File: src/rtl/uart_tx_frame_ctrl.sv
// ---------------------------------------------------------------------------
// uart_tx_frame_ctrl
//
// Parametrised UART transmit frame controller. One block handles frame
// sequencing, the payload/option latch, the per-bit oversampling counter, the
// data bit index, parity generation and the serial output select. Frames are
// start(0), DATA_WIDTH data bits LSB first, optional parity, then one or two
// stop bits(1). Back-to-back frames are accepted on the last cycle of the
// final stop bit, so there is no idle gap between them.
//
// Parameters:
//   DATA_WIDTH    payload bits per frame (5..9)
//   CLKS_PER_BIT  CLK cycles per serial bit (>=1, 1 = CLK is the baud clock)
//
// Ports:
//   CLK         clock, all state updates on the rising edge
//   RST         asynchronous active-high reset
//   P_DATA      parallel payload, sampled only on acceptance
//   Data_Valid  request to send P_DATA
//   PAR_EN      1 = insert parity bit (sampled on acceptance)
//   PAR_TYP     0 = even, 1 = odd parity (sampled on acceptance)
//   STOP2       1 = two stop bits (sampled on acceptance)
//   TX_OUT      registered serial line, idles high
//   busy        registered, high while a frame is on the line
//   frame_done  registered pulse on the last CLK cycle of the final stop bit
// ---------------------------------------------------------------------------
module uart_tx_frame_ctrl #(
  parameter int DATA_WIDTH   = 8,
  parameter int CLKS_PER_BIT = 1
) (
  input  logic                  CLK,
  input  logic                  RST,
  input  logic [DATA_WIDTH-1:0] P_DATA,
  input  logic                  Data_Valid,
  input  logic                  PAR_EN,
  input  logic                  PAR_TYP,
  input  logic                  STOP2,
  output logic                  TX_OUT,
  output logic                  busy,
  output logic                  frame_done
);

  localparam int CW = (CLKS_PER_BIT > 1) ? $clog2(CLKS_PER_BIT) : 1;
  localparam int IW = (DATA_WIDTH > 1) ? $clog2(DATA_WIDTH) : 1;
  localparam logic [CW-1:0] BIT_LAST = CW'(CLKS_PER_BIT - 1);
  localparam logic [IW-1:0] IDX_LAST = IW'(DATA_WIDTH - 1);

  typedef enum logic [2:0] {
    IDLE  = 3'd0,
    START = 3'd1,
    DATA  = 3'd2,
    PAR   = 3'd3,
    STOP  = 3'd4
  } state_t;

  state_t                state_q, state_d;
  logic [CW-1:0]         bitCnt_q, bitCnt_d;
  logic [IW-1:0]         idx_q, idx_d;
  logic                  stopIdx_q, stopIdx_d;
  logic [DATA_WIDTH-1:0] data_q, data_d;
  logic                  parEn_q, parEn_d;
  logic                  parBit_q, parBit_d;
  logic                  stop2_q, stop2_d;
  logic                  tx_q, tx_d;
  logic                  busy_q, busy_d;
  logic                  done_q, done_d;

  logic                  bitEnd;
  logic                  accept;

  assign TX_OUT     = tx_q;
  assign busy       = busy_q;
  assign frame_done = done_q;

  always_ff @(posedge CLK or posedge RST) begin
    if (RST) begin
      state_q   <= IDLE;
      bitCnt_q  <= '0;
      idx_q     <= '0;
      stopIdx_q <= 1'b0;
      data_q    <= '0;
      parEn_q   <= 1'b0;
      parBit_q  <= 1'b0;
      stop2_q   <= 1'b0;
      tx_q      <= 1'b1;
      busy_q    <= 1'b0;
      done_q    <= 1'b0;
    end else begin
      state_q   <= state_d;
      bitCnt_q  <= bitCnt_d;
      idx_q     <= idx_d;
      stopIdx_q <= stopIdx_d;
      data_q    <= data_d;
      parEn_q   <= parEn_d;
      parBit_q  <= parBit_d;
      stop2_q   <= stop2_d;
      tx_q      <= tx_d;
      busy_q    <= busy_d;
      done_q    <= done_d;
    end
  end

  always_comb begin
    state_d   = state_q;
    bitCnt_d  = bitCnt_q;
    idx_d     = idx_q;
    stopIdx_d = stopIdx_q;
    data_d    = data_q;
    parEn_d   = parEn_q;
    parBit_d  = parBit_q;
    stop2_d   = stop2_q;
    accept    = 1'b0;
    bitEnd    = (bitCnt_q == BIT_LAST);

    // The oversampling counter free-runs within every bit of a frame and
    // restarts at each bit boundary.
    if (state_q != IDLE) begin
      bitCnt_d = bitEnd ? '0 : bitCnt_q + 1'b1;
    end

    case (state_q)
      IDLE: begin
        bitCnt_d  = '0;
        idx_d     = '0;
        stopIdx_d = 1'b0;
        if (Data_Valid) begin
          accept  = 1'b1;
          state_d = START;
        end
      end
      START: begin
        if (bitEnd) begin
          state_d = DATA;
          idx_d   = '0;
        end
      end
      DATA: begin
        if (bitEnd) begin
          if (idx_q == IDX_LAST) begin
            state_d   = parEn_q ? PAR : STOP;
            stopIdx_d = 1'b0;
          end else begin
            idx_d = idx_q + 1'b1;
          end
        end
      end
      PAR: begin
        if (bitEnd) begin
          state_d   = STOP;
          stopIdx_d = 1'b0;
        end
      end
      STOP: begin
        if (bitEnd) begin
          // stopIdx_q == stop2_q marks the final stop bit: bit 0 with one
          // stop bit, bit 1 with two.
          if (stopIdx_q == stop2_q) begin
            stopIdx_d = 1'b0;
            idx_d     = '0;
            if (Data_Valid) begin
              accept  = 1'b1;
              state_d = START;
            end else begin
              state_d = IDLE;
            end
          end else begin
            stopIdx_d = 1'b1;
          end
        end
      end
      default: begin
        state_d   = IDLE;
        bitCnt_d  = '0;
        idx_d     = '0;
        stopIdx_d = 1'b0;
      end
    endcase

    if (accept) begin
      data_d   = P_DATA;
      parEn_d  = PAR_EN;
      stop2_d  = STOP2;
      parBit_d = (^P_DATA) ^ PAR_TYP;
    end
  end

  // Outputs are registered from the next-state values so that they line up
  // with the state register, with no combinational path from the inputs.
  always_comb begin
    tx_d = 1'b1;
    case (state_d)
      START:   tx_d = 1'b0;
      DATA:    tx_d = data_d[idx_d];
      PAR:     tx_d = parBit_d;
      default: tx_d = 1'b1;
    endcase
    busy_d = (state_d != IDLE);
    done_d = (state_d == STOP) && (bitCnt_d == BIT_LAST) && (stopIdx_d == stop2_d);
  end

endmodule

File: config.mk
export PLATFORM = sky130hd
export DESIGN_NAME = uart_tx_frame_ctrl
export DESIGN_NICKNAME = d
export VERILOG_FILES = /design/src/rtl/uart_tx_frame_ctrl.sv
export SDC_FILE = /design/constraint.sdc
export NUM_CORES = 1
export LEC_CHECK = 0
export BUFFER_PORTS_ARGS = -buffer_cell sky130_fd_sc_hd__buf_2
export CAP_MARGIN = 20
export CORE_MARGIN = 3
export CORE_UTILIZATION = 40
export CTS_BUF_LIST = sky130_fd_sc_hd__clkbuf_2 sky130_fd_sc_hd__clkbuf_4 sky130_fd_sc_hd__clkbuf_8
export CTS_CLUSTER_SIZE = 16
export DETAILED_ROUTE_END_ITERATION = 8
export SLEW_MARGIN = 30
export SYNTH_ARGS = -nofsm -noshare
export SYNTH_HDL_FRONTEND = slang
export SYNTH_SLANG_ARGS = --single-unit
File: constraint.sdc
create_clock -name CLK -period 6.35 [get_ports CLK]
set_clock_uncertainty 0.05 [all_clocks]
set_input_delay 0.635 -clock CLK [delete_from_list [all_inputs] [get_ports CLK]]
set_output_delay 0.635 -clock CLK [all_outputs]
set_load 0.05 [all_outputs]
==> results of run 1 <==
==> registers in the layout (all words and copies together) (netlist names) <==
name        cells
bitCnt_q        1
idx_q           3
TX_OUT          1
parEn_q         1
frame_done      1
stopIdx_q       1
state_q         3
parBit_q        1
data_q          8
busy            1
stop2_q         1
==> power groups by stage <==
| stage | sequential (W) | combinational, W | clock [W] |
|---|---|---|---|
| final | 0.000234 | 0.000260 | 0.0000763 |
| after floorplan | 0.000251 | 0.000196 | 0 |
| after global placement | 0.000236 | 0.000258 | 0 |
| after global routing | 0.000243 | 0.000290 | 0.0000847 |
| after CTS | 0.000234 | 0.000263 | 0.0000779 |
| after detailed placement | 0.000237 | 0.000262 | 0 |
==> through the flow <==
| step | setup slack (ns) | instance area [µm²] |
|---|---|---|
| 6_report | 4.07 | 1300 |
| 5_1_grt | 3.95 | 1300 |
| 4_1_cts | 4.06 | 1300 |
| 3_5_place_dp | 4.12 | 1270 |
| 3_3_place_gp | 4.15 | 1270 |
| 2_1_floorplan | 4.32 | 1170 |
==> path summary, 6_finish.rpt <==
path,start,end
max in group asynchronous,RST,data_q[3]$_DFF_PP0_
hold reg to reg,data_q[1]$_DFF_PP0_,data_q[1]$_DFF_PP0_
setup reg to reg,stop2_q$_DFF_PP0_,TX_OUT$_DFF_PP1_
hold / removal,RST,data_q[5]$_DFF_PP0_
min in group CLK,data_q[1]$_DFF_PP0_,data_q[1]$_DFF_PP0_
setup / recovery,stop2_q$_DFF_PP0_,TX_OUT$_DFF_PP1_
==> synthesized netlist by cell type (2+ instances only) <==
master	number
dfrtp_1	21
mux2_2	11
xnor2_1	10
inv_1	6
o21ai_0	6
nand2_1	5
nand3_1	5
nor2_1	4
a21oi_1	3
and2_1	3
buf_6	2
mux2i_1	2
or3_1	2
xor2_1	2
==> layout make-up <==
cell class	count	area, µm²
Sequential cell	22	552
Multi-Input combinational cell	73	569
Clock buffer	4	36.3
Tap cell	31	38.8
Inverter	7	26.3
Fill cell	266	1480
Timing Repair Buffer	16	80.1
==> per-layer routing <==
metal | track usage | vias to the layer above | wire length (µm) | part of all wire
li1 | - | 400 | - | -
met1 | 0.194 | 363 | 1030 | 0.48
met2 | 0.201 | 21 | 945 | 0.44
met3 | 0.0389 | 4 | 120 | 0.056
met4 | 0.0475 | 0 | 30 | 0.014
met5 | 0 | - | 0 | 0
==> cells by family after synthesis <==
| group | Yosys count | share of synthesized area |
|---|---|---|
| AO/OA/AOI/OAI | 19 | 0.116 |
| XOR/XNOR | 12 | 0.0895 |
| adder cells (fa/ha/maj) | 1 | 0.0106 |
| buffers and inverters | 10 | 0.0458 |
| flip-flops | 22 | 0.470 |
| multiplexers | 14 | 0.135 |
| other | 1 | 0.00319 |
| AND/OR/NAND/NOR | 26 | 0.130 |
==> worst max-delay path, delay by kind of cell, from the launching register on <==
| family | cells | cell delay, ns |
|---|---|---|
| flops | 1 | 0.42 |
| simple gates | 2 | 0.44 |
| compound gates | 3 | 0.73 |
| mux | 1 | 0.37 |
| xor+xnor | 1 | 0.20 |
==> run_results.csv, run 1 <==
group,metric,value,unit
outcome,status,"finished clean",
timing,hold_viol_final,0,
timing,relSlewSlack,0.467,
worst_setup_path,arrival,2.47,ns
worst_setup_path,r2r_cells,7,
route,antenna_left,0,
cells_and_area,final_cell_mix,"21 x dfrtp_1, 16 x buf_2, 11 x mux2_2",
global_route,grt_use_total,0.138,
yosys,synth_top_area_share,0.447,
power,power.total,0.000571,W
timing,setup-tns-final,0,ns
yosys,syn_avg_cell_area,11.2,µm²
clock_tree,cts_htree_levels,1,
die,io_pins,17,
cells_and_area,postLayoutCoreUtil,0.468,
timing,fin_crit_sh,0.359,
worst_hold_path,hold_class,"primary input to asynchronous set/reset pin",
timing,rsz0062_at_grt,"false",
power,p_seq_frac,0.411,
cells_and_area,fin_cells,153,
yosys,yosys-top-cells-area,"dfrtp_1 45%, mux2_2 11%, xnor2_1 7.5%",
timing,min_period,2.28,ns
clock_tree,cts_hold_buf,0,
yosys,synth.net_count,120,
route,wl,2130,µm
route,drc_errors,0,
route,vias_per_cell,5.15,
yosys,ys_warn_count,0,
worst_setup_path,crit_path_end_kind,"register",
cells_and_area,syn_to_final_growth,10.9,%
clock_tree,cts.repair.resized,0,
clock_tree,cts_tree,"done",
global_route,grt_max_degree,23,
route,firstDrtPassIters,4,
die,die_area,3620,µm²
yosys,synth-edff-count,0,
die,die_y,60.2,µm
worst_setup_path,start_kind,"register",
yosys,ys_ff_latch,22,
die,core-area,2780,µm²
cells_and_area,nets,138,
worst_setup_path,rrSetupSlack,4.07,ns
placed_design,gp_congestion,0.789,
power,netSwitchingFraction,0.391,
yosys,ys_async_sr_fraction,1.00,
placed_design,portBuffers,16,
clock_tree,clk_path_buf_depth,2,
clock_tree,cts_root_buffer,"clkbuf_4",
global_route,grt_pass1_wl,3670,µm
yosys,ys_seq_area_frac,0.470,
placed_design,hpwl,1620,µm
route,drtIter0Drc,21,
worst_setup_path,critical_path.max_fanout,13,
power,p_leak,0.599,nW
yosys,yosys.area.top_type,"dfrtp_1",
route,wire_per_inst,13.9,µm
power,comb_power_share,0.456,
clock_tree,clk_pin_slew,0.12,ns
timing,setup_viol,0,
cells_and_area,drive_gt1_frac,0.336,
power,p_int,0.000348,W
yosys,netlist_area,1170,µm²
timing,slew_viol_final,0,
timing,hold-worst-slack,0.402,ns
placed_design,placed_cells,149,
clock_tree,post_cts_buffers,0,
yosys,synth.distinct_cells,37,
die,die_x,60.2,µm
power,vdd_ir_drop_max,279,µV
timing,fmax,439,MHz
clock_tree,insertion_delay,0.31,ns
global_route,grt_overflow,0,
worst_setup_path,required,6.54,ns
worst_setup_path,path_cells,"xor2_1, o21ai_2, nand4_2, mux2_2, nor2_1, a2111o_1, a32oi_1",
yosys,synth_cells,105,
die,row_count,19,
global_route,first_global_vias,762,
route,vias,788,
die,start_util,0.422,
cells_and_area,diodes,0,
clock_tree,clock-sinks,22,
worst_setup_path,path_class,"register to register",
power,pwr-share-clk,0.134,
worst_setup_path,cpPeakStageDelay,0.42,ns
timing,tightest_slew,0.798,ns
yosys,synth_top_flop_cell,"dfrtp_1",
global_route,antenna_found_initial,0,
cells_and_area,layout_commonest_cell,"dfrtp_1",
clock_tree,numCtsBuffers,3,
flow_run,cap_violations,0,
worst_setup_path,slowest_stage,"dfrtp_1",
power,p_sw,0.000223,W
power,power_density,438,nW/µm²
Power figures use the tool's default switching activity.
==> inputs of run 2 (changes only) <==
==> constraint.sdc (replaced) <==
create_clock -name CLK -period 2.3 [get_ports CLK]
set_clock_uncertainty 0.05 [all_clocks]
set_input_delay 0.23 -clock CLK [delete_from_list [all_inputs] [get_ports CLK]]
set_output_delay 0.23 -clock CLK [all_outputs]
set_load 0.05 [all_outputs]
==> run 2 against run 1 <==
Net effect: sequential power grew to 2.8 times the previous value; first-iteration DRC count fell by 9.5%; count of clock-buffer cells in the layout unchanged; non-clock buffer count rose by 3; hold slack worse by 0.39 ns; design area increased by 1.7%; combinational power grew to 2.9 times the previous value; routed wire length up 0.99%; total power rose to 2.8 times the previous value; critical path type unchanged; critical endpoint unchanged; largest cell class unchanged; largest power group unchanged; highest routed layer unchanged.
==> run_results.csv, run 2 (same netlist as run 1, synthesis figures left out) <==
group,metric,value,unit
worst_hold_path,hold_class,"primary input to asynchronous set/reset pin",
timing,fin_crit_sh,0.932,
timing,slew_viol_final,0,
global_route,grt_use_total,0.134,
cells_and_area,fillers,268,
clock_tree,clk_path_buf_depth,2,
clock_tree,numCtsBuffers,3,
flow_run,cap_violations,0,
global_route,first_global_vias,789,
cells_and_area,diodes,0,
worst_setup_path,r2r_cells,7,
worst_setup_path,required,2.49,ns
timing,rsz0062_at_grt,"false",
clock_tree,clock-sinks,22,
cells_and_area,drive_gt1_frac,0.352,
placed_design,hpwl,1690,µm
worst_setup_path,path_class,"register to register",
route,vias,822,
power,power_density,1210,nW/µm²
route,antenna_left,0,
timing,hold_viol_final,0,
cells_and_area,final_cell_mix,"21 x dfrtp_1, 16 x buf_2, 11 x mux2_2",
placed_design,post_dp_cell_area,1290,µm²
die,start_util,0.422,
cells_and_area,top_regs,"data_q (8), idx_q (3), state_q (3)",
placed_design,gp_congestion,0.870,
cells_and_area,layout_commonest_cell,"dfrtp_1",
placed_design,portBuffers,16,
global_route,grt_pass1_wl,3610,µm
timing,min_period,2.14,ns
route,drtIter0Drc,19,
cells_and_area,largest_reg_flops,8,
route,wl,2150,µm
clock_tree,insertion_delay,0.31,ns
timing,relSlewSlack,0.448,
power,vdd_ir_drop_max,947,µV
die,die_y,60.2,µm
cells_and_area,nets,141,
route,drc_errors,0,
route,vias_per_cell,5.27,
timing,setup_viol,0,
die,row_count,19,
outcome,status,"finished clean",
die,die_area,3620,µm²
cells_and_area,multiInputGateArea,569,µm²
cells_and_area,seqCellArea,552,µm²
worst_setup_path,r2r_start,"idx_q[0]$_DFF_PP0_",
clock_tree,clk_pin_slew,0.12,ns
timing,setup-tns-final,0,ns
global_route,grt_max_degree,23,
die,io_pins,17,
worst_setup_path,critical_path.max_fanout,6,
clock_tree,cts_root_buffer,"clkbuf_4",
route,wire_per_inst,13.8,µm
worst_setup_path,arrival,2.33,ns
die,core-area,2780,µm²
clock_tree,cts_tree,"done",
power,p_leak,0.613,nW
worst_setup_path,crit_path_end_kind,"register",
global_route,antenna_found_initial,0,
die,die_x,60.2,µm
route,firstDrtPassIters,4,
worst_setup_path,start_kind,"register",
cells_and_area,fin_area,1330,µm²
cells_and_area,syn_to_final_growth,12.8,%
worst_setup_path,worst_r2r_endpoint,"TX_OUT$_DFF_PP1_",
worst_setup_path,rrSetupSlack,0.16,ns
clock_tree,cts_htree_levels,1,
timing,fmax,467,MHz
timing,tightest_slew,0.828,ns
cells_and_area,largest-register,"data_q",
global_route,grt_overflow,0,
[run 2: changes by cell type in the layout (fill, tap and decap cells not counted), sizes merged]
cell  delta
buf      +3
[run 2: layout make-up]
cell class / count / area share
clock buffers: 4 / 0.0274
inverters: 7 / 0.0198
multi-input cells: 73 / 0.430
flip-flops and latches: 22 / 0.416
well taps: 31 / 0.0293
repair buffers: 19 / 0.0774
[run 2: worst max-delay path, stage by stage (launching register included)]
cell	delay [ns]
dfrtp_1	0.41
ha_1	0.23
and2_1	0.21
o21ai_1	0.13
nand3_1	0.10
mux2_4	0.32
a2111o_1	0.42
a32oi_1	0.21
[run 2: where the power goes]
group / switching [W] / leakage (nW) / internal, W
clock: 0.000112 / 0.0210 / 0.0000966
combinational: 0.000406 / 0.321 / 0.000338
sequential: 0.000100 / 0.271 / 0.000546
[run 2: timing repair]
action | 4_1_cts | 5_1_grt
setup buffers | 0 | 0
hold buffers | 0 | 0
resized for setup | 0 | 1
setup endpoints to repair | 0 | 1
[run 2: worst max-delay path by stage]
stage / start / end / slack, ns / depth (start not counted)
5_1_grt: idx_q[0]$_DFF_PP0_ / TX_OUT$_DFF_PP1_ / 0.03 / 7
6_report: idx_q[0]$_DFF_PP0_ / TX_OUT$_DFF_PP1_ / 0.16 / 7
4_1_cts: idx_q[0]$_DFF_PP0_ / TX_OUT$_DFF_PP1_ / 0.12 / 7
3_5_place_dp: idx_q[0]$_DFF_PP0_ / TX_OUT$_DFF_PP1_ / 0.15 / 7
3_3_place_gp: idx_q[0]$_DFF_PP0_ / TX_OUT$_DFF_PP1_ / 0.21 / 7
2_1_floorplan: idx_q[0]$_DFF_PP0_ / TX_OUT$_DFF_PP1_ / 0.27 / 7
[run 2: routing by layer]
metal	track usage	up-vias	wire length, µm
met5	0	-	0
met4	0.0190	0	10
met3	0.0410	2	97
met2	0.201	16	1010
met1	0.193	401	1030
li1	-	403	-
[run 2: stage by stage]
stage	power, W	hold slack, ns	std cells	utilization	setup WS (ns)
detailed placement	0.00141	0.382	152	0.463	0.150
finish	0.00160	0.0155	156	0.476	0.157
global route	0.00173	0.0580	156	0.476	0.0309
floorplan	0.00124	0.168	105	-	0.270
CTS	0.00162	0.0320	156	0.476	0.117
global placement	0.00139	0.370	152	0.463	0.211
